File: src/rtl/awg_param_ctrl.sv
// Parameter controller and linear frequency-sweep scheduler for the sine generator.
// Register-style commands update en/freq/amp/phase in IDLE; SWEEP steps freq toward a target.
module awg_param_ctrl #(
  parameter logic [11:0] STEP     = 12'd1,
  parameter int unsigned DWELL    = 1000,
  parameter logic [11:0] FREQ_RST = 12'd64
) (
  input  logic        clk,
  input  logic        rst_n,
  input  logic        cmd_valid,
  output logic        cmd_ready,
  input  logic [2:0]  cmd_op,
  input  logic [11:0] cmd_data,
  input  logic        abort,
  output logic        en,
  output logic [11:0] freq,
  output logic [2:0]  amp,
  output logic [7:0]  phase,
  output logic        busy,
  output logic        sweep_done,
  output logic        dbg_state
);

  // Handshake: a command transfers on a rising edge with cmd_valid && cmd_ready;
  // cmd_ready is high exactly while IDLE and does not depend on cmd_valid.

  typedef enum logic {IDLE = 1'b0, SWEEP = 1'b1} state_t;

  localparam logic [2:0] OP_SET_FREQ  = 3'd0;
  localparam logic [2:0] OP_SET_AMP   = 3'd1;
  localparam logic [2:0] OP_SET_PHASE = 3'd2;
  localparam logic [2:0] OP_SWEEP     = 3'd3;
  localparam logic [2:0] OP_ENABLE    = 3'd4;

  localparam logic [19:0] DWELL_M1 = 20'(DWELL - 1);

  state_t      state_q, state_d;
  logic [19:0] cnt_q, cnt_d;
  logic [11:0] target_q, target_d;
  logic        up_q, up_d;
  logic [11:0] freq_q, freq_d;
  logic [2:0]  amp_q, amp_d;
  logic [7:0]  phase_q, phase_d;
  logic        en_q, en_d;
  logic        done_q, done_d;

  logic [12:0] step_up;
  logic [11:0] gap_dn;

  always_ff @(posedge clk or negedge rst_n) begin
    if (!rst_n) begin
      state_q  <= IDLE;
      cnt_q    <= '0;
      target_q <= '0;
      up_q     <= 1'b0;
      freq_q   <= FREQ_RST;
      amp_q    <= 3'd1;
      phase_q  <= '0;
      en_q     <= 1'b0;
      done_q   <= 1'b0;
    end else begin
      state_q  <= state_d;
      cnt_q    <= cnt_d;
      target_q <= target_d;
      up_q     <= up_d;
      freq_q   <= freq_d;
      amp_q    <= amp_d;
      phase_q  <= phase_d;
      en_q     <= en_d;
      done_q   <= done_d;
    end
  end

  // Up-step is 13 bits wide so a step past 4095 is seen and clamped, not wrapped.
  assign step_up = {1'b0, freq_q} + {1'b0, STEP};
  assign gap_dn  = freq_q - target_q;

  always_comb begin
    state_d  = state_q;
    cnt_d    = cnt_q;
    target_d = target_q;
    up_d     = up_q;
    freq_d   = freq_q;
    amp_d    = amp_q;
    phase_d  = phase_q;
    en_d     = en_q;
    done_d   = 1'b0;
    case (state_q)
      IDLE: begin
        if (cmd_valid) begin
          case (cmd_op)
            OP_SET_FREQ:  freq_d  = cmd_data;
            OP_SET_AMP:   amp_d   = (cmd_data[2:0] == 3'd0) ? 3'd1 : cmd_data[2:0];
            OP_SET_PHASE: phase_d = cmd_data[7:0];
            OP_ENABLE:    en_d    = cmd_data[0];
            OP_SWEEP: begin
              target_d = cmd_data;
              up_d     = (cmd_data > freq_q);
              cnt_d    = DWELL_M1;
              state_d  = SWEEP;
            end
            default: ;
          endcase
        end
      end
      SWEEP: begin
        // Abort outranks completion: no done pulse when both land on one edge.
        if (abort) begin
          state_d = IDLE;
        end else if (freq_q == target_q) begin
          state_d = IDLE;
          done_d  = 1'b1;
        end else if (cnt_q == '0) begin
          cnt_d = DWELL_M1;
          if (up_q) begin
            freq_d = (step_up >= {1'b0, target_q}) ? target_q : step_up[11:0];
          end else begin
            freq_d = (gap_dn <= STEP) ? target_q : (freq_q - STEP);
          end
        end else begin
          cnt_d = cnt_q - 20'd1;
        end
      end
      default: state_d = IDLE;
    endcase
  end

  assign cmd_ready  = (state_q == IDLE);
  assign busy       = (state_q == SWEEP);
  assign sweep_done = done_q;
  assign en         = en_q;
  assign freq       = freq_q;
  assign amp        = amp_q;
  assign phase      = phase_q;
  assign dbg_state  = state_q;

endmodule
File: config.mk
export PLATFORM = sky130hd
export DESIGN_NAME = awg_param_ctrl
export DESIGN_NICKNAME = d
export VERILOG_FILES = /design/src/rtl/awg_param_ctrl.sv
export SDC_FILE = /design/constraint.sdc
export NUM_CORES = 1
export LEC_CHECK = 0
export BUFFER_PORTS_ARGS = -buffer_cell sky130_fd_sc_hd__clkbuf_2
export CORE_UTILIZATION = 55
export CTS_CLUSTER_SIZE = 28
export DETAILED_ROUTE_END_ITERATION = 12
export PLACE_DENSITY = 0.75
export RECOVER_POWER = 25
export SLEW_MARGIN = 25
export SYNTH_ARGS = -nofsm -noshare
export SYNTH_HDL_FRONTEND = slang
export SYNTH_SLANG_ARGS = --single-unit
File: constraint.sdc
create_clock -name clk -period 6.5 [get_ports clk]
set_input_delay 0.65 -clock clk [delete_from_list [all_inputs] [get_ports clk]]
set_output_delay 0.65 -clock clk [all_outputs]
set_load 0.02 [all_outputs]
==> implementation parameters <==
Parameter                              Value

Status
  Run status ... complete, but fails checks
  Failing checks ... capacitance limit, slew limit

Synthesis
  Ys async rst share ... 100%
  Share of synthesized cell area in full adder, half adder and majority cells ... 11.4%
  Post-synthesis instance area ... about 0.0044 sq mm
  Simple-gate portion of the synthesized area ... a little over a fifth
  Share of the synthesized netlist area taken by xor and xnor gates ... around 6.3%
  Number of different library cells in the post-synthesis netlist ... 57
  Most used DFF post-synth ... sky130_fd_sc_hd__dfrtp_1
  Post-synthesis compound-gate area fraction ... 17.2%
  Sequential cell area fraction in the yosys report ... between 30% and 40%
  Number of nets produced by synthesis ... approximately 570
  Count of flip-flops with a built-in enable after synthesis ... 0
  Post-synthesis average cell area ... 8.66 sq um
  Post-synthesis sequential element count ... 59
  Mux contribution to synthesized area ... between 5 and 6%
  Total number of yosys warnings ... 0
  Largest family of logic cells by synthesized area ... simple AND/OR/NAND/NOR gates
  Synth Instances ... ~510

Final layout
  Area added between synthesis and finish ... 11.3%
  Antenna Cells ... 0
  Total of fill cells in the finished design ... just under 700
  Fraction of layout instances using a drive strength above 1 ... around 17%
  FF+latch area ... around 0.0015 sq mm
  Total area of multi-input combinational cells ... approximately 0.0028 sq mm
  Fin nets ... around 610

Worst setup path
  Reg2reg path depth ... 15
  Peak per-stage delay on the critical path ... 0.80 ns
  Arrival time of data at the critical path endpoint ... about 4.4 ns
  Startpoint type of the worst setup path ... flop
  Highest net fanout along the worst path ... 13
  Worst setup path endpoint ... freq[7]
  WS Path Type ... reg -> reg
  Crit Reg-Reg Startpoint ... freq[4]
  Slowest cell on the critical path ... sky130_fd_sc_hd__a2111oi_4
  Critical path startpoint ... freq[4]
  Crit path required time ... approximately 6.8 ns
  Cell-by-cell trace of the critical path ... inv_1, nor3_1, nand3_1, nor3_1, nand3_1, xnor2_1, ha_1, a21o_1, a21oi_1, o21ai_0, a2111oi_4, nor2_1, a21o_1, and2_1, o41ai_2
  Endpoint of the worst-slack reg-to-reg timing path ... freq[7]
  Crit path capture type ... flop
  Worst reg-to-reg setup slack ... 2.35 ns

Min path
  Hold Crit Class ... reg -> reg

Floorplanning
  Number of top-level design ports ... 47
  Horizontal die dimension ... just over 90 microns
  Starting density of the core ... between 50% and 60%
  Core ar. ... slightly below 0.008 sq mm
  Die Height ... 91.9 microns
  Die Outline Area ... ~0.0084 sq mm
  Number of placement rows ... 32

STA
  Setup repair after global routing missed its margin ... no
  Worst-margin pin slew ... 3.18 ns
  Post-Route Skew ... roughly 0.010 ns
  Clock period minus worst slack ... 4.15 ns
  Setup TNS ... 0 ns
  Final-report setup violation count ... 0
  Share of the cycle needed by the critical path after routing ... 63.8%
  Max-slew violation count ... 60
  F_max ... ~240 MHz
  Final Hold Vio Count ... 0
  Worst slew margin relative to its limit ... -112%

Drt
  DRT Pass-1 Iters ... 5
  Post-route DRC violation count ... 0
  Number of DRC markers after the initial detailed-route iteration ... approximately 400
  WL per Instance ... 17.6 microns
  Number of nets with antenna violations after detailed routing ... 0
  Vias per inst ... between 6 and 7
  Routed vias ... around 4000
  Routed wire length ... between 10000 and 15000 microns

CTS
  Max Root-Sink Buffers ... 2
  CTS sink count ... between 50 and 60
  Clk Latency, worst-skew pair ... about 0.35 ns
  Post-CTS Resized ... 0
  Buffers inserted during post-CTS setup optimization ... 0
  Clk Tree Root Cell ... sky130_fd_sc_hd__clkbuf_8
  Cts bufs inserted ... 9
  Number of levels the H-tree was split into ... 3
  Post-CTS Hold Fix Bufs ... 0
  TritonCTS clock tree ... built
  Clock transition at path regs ... roughly 0.070 ns

Global route
  Number of global-route vias before repair ... 3982
  Grt total ovfl ... 0
  Global-route wire length before repair ... 19500 microns
  Overall track demand over capacity in global routing ... slightly below 30%
  Largest net degree at the start of global routing ... 60
  Initial antenna violation count ... 0

Placed design
  Weighted congestion at the end of routability-driven global placement ... approximately 0.98
  Post-DP HPWL ... around 8500 microns
  Number of buffers inserted by port buffering ... 46

Pwr
  Power after layout ... about 1.6 mW
  Peak ir drop on the vdd network ... roughly 0.17 mV
  Pwr per Cell Area ... 321 mW/mm^2
  Standby leakage power ... approximately 2.3 nW

Flow run
  Total of max-cap violations ... 1
-- placed cells by master, fill, tap and decap left out, types with 4 or more instances in the layout --
| cell type | count |
|---|---|
| sky130_fd_sc_hd__dfrtp_1 | 57 |
| sky130_fd_sc_hd__nor2_1 | 50 |
| sky130_fd_sc_hd__clkbuf_2 | 46 |
| sky130_fd_sc_hd__a21oi_1 | 45 |
| sky130_fd_sc_hd__ha_1 | 39 |
| sky130_fd_sc_hd__inv_1 | 36 |
| sky130_fd_sc_hd__nand2_1 | 29 |
| sky130_fd_sc_hd__o21ai_0 | 27 |
| sky130_fd_sc_hd__nor3_1 | 26 |
| sky130_fd_sc_hd__xnor2_1 | 23 |
| sky130_fd_sc_hd__mux2_2 | 22 |
| sky130_fd_sc_hd__nand3_1 | 18 |
| sky130_fd_sc_hd__nand4_1 | 11 |
| sky130_fd_sc_hd__clkbuf_8 | 10 |
| sky130_fd_sc_hd__or3_1 | 9 |
| sky130_fd_sc_hd__xor2_1 | 9 |
| sky130_fd_sc_hd__a31oi_1 | 8 |
| sky130_fd_sc_hd__a21o_1 | 8 |
| sky130_fd_sc_hd__nor4_1 | 7 |
| sky130_fd_sc_hd__nand2b_1 | 6 |
| sky130_fd_sc_hd__and2_1 | 5 |
| sky130_fd_sc_hd__nor2b_1 | 4 |
| sky130_fd_sc_hd__a221o_1 | 4 |
| sky130_fd_sc_hd__nand3b_1 | 4 |
-- flip-flops by register name (all words and copies together) (netlist names), 3 cells and up --
signal	cells
phase	8
cnt_q	20
target_q	12
freq	12
amp	3
-- synthesized netlist by cell type (13+ instances only) --
cell                       count  area (sq um)
sky130_fd_sc_hd__a21oi_1      45           225
sky130_fd_sc_hd__clkbuf_1     13          48.8
sky130_fd_sc_hd__dfrtp_1      57          1430
sky130_fd_sc_hd__ha_1         39           488
sky130_fd_sc_hd__inv_1        36           135
sky130_fd_sc_hd__mux2_2       22           248
sky130_fd_sc_hd__nand2_1      29           109
sky130_fd_sc_hd__nand3_1      18          90.1
sky130_fd_sc_hd__nor2_1       50           188
sky130_fd_sc_hd__nor3_1       26           130
sky130_fd_sc_hd__o21ai_0      27           135
sky130_fd_sc_hd__xnor2_1      23           201
-- cells by family after synthesis --
group                    after synthesis
flip-flops                            59
AO/OA/AOI/OAI                        120
multiplexers                          23
XOR/XNOR                              32
buffers and inverters                 55
adder cells (fa/ha/maj)               40
AND/OR/NAND/NOR                      184
-- area by class of cell --
| cell class | instances | area share [%] |
|---|---|---|
| tap | 102 | 2.58 |
| timing repair buffer | 48 | 4.88 |
| sequential | 59 | 29.9 |
| clock buffer | 11 | 2.86 |
| multi-input combinational | 399 | 56.0 |
| inverter | 36 | 2.73 |
| clock inverter | 5 | 1.06 |
-- worst max-delay path, delay by kind of cell (launching register included) --
family / cells / cell delay [ns]
AOI/OAI and AO/OA: 6 / 1.70
xor gates and xnor gates: 1 / 0.23
adders and majority gates: 1 / 0.29
buffers and inverters: 1 / 0.14
DFF: 1 / 0.53
and+or+nand+nor: 6 / 1.16
-- per-stage QoR --
step | util, % | hold WS [ns] | cell area (sq um) | setup slack, ns | cells
after floorplan | - | 0.354 | 4440 | 2.60 | 513
after global placement | 61.0 | 0.468 | 4740 | 2.33 | 644
after detailed placement | 61.1 | 0.472 | 4750 | 2.42 | 644
after CTS | 63.6 | 0.473 | 4940 | 2.40 | 660
after global routing | 63.7 | 0.482 | 4950 | 2.07 | 660
final | 63.7 | 0.481 | 4950 | 2.35 | 660
-- layer usage --
metal | vias up | routed length (microns) | global-route usage (%)
met5 | - | 0 | 0
met2 | 133 | 5710 | 49.6
met3 | 24 | 540 | 4.06
li1 | 1926 | - | -
met1 | 1972 | 5110 | 38.2
met4 | 0 | 242 | 10.7
-- where the power goes --
group	leakage (nW)	internal, mW	total [mW]	switching [mW]
combinational	1.44	0.284	0.715	0.431
sequential	0.716	0.435	0.530	0.0957
clock	0.0991	0.186	0.342	0.156
-- worst min-delay path by stage --
stage	from	end	slack (ns)	depth (start not counted)
after global routing	abort	sweep_done	0.48	2
after detailed placement	phase[0]	phase[0]	0.47	2
after global placement	phase[0]	phase[0]	0.47	2
after CTS	rst_n	freq[3]	0.47	2
final	phase[0]	phase[0]	0.48	2
after floorplan	rst_n	amp[1]	0.35	0
(Power assumes the default switching activity.)
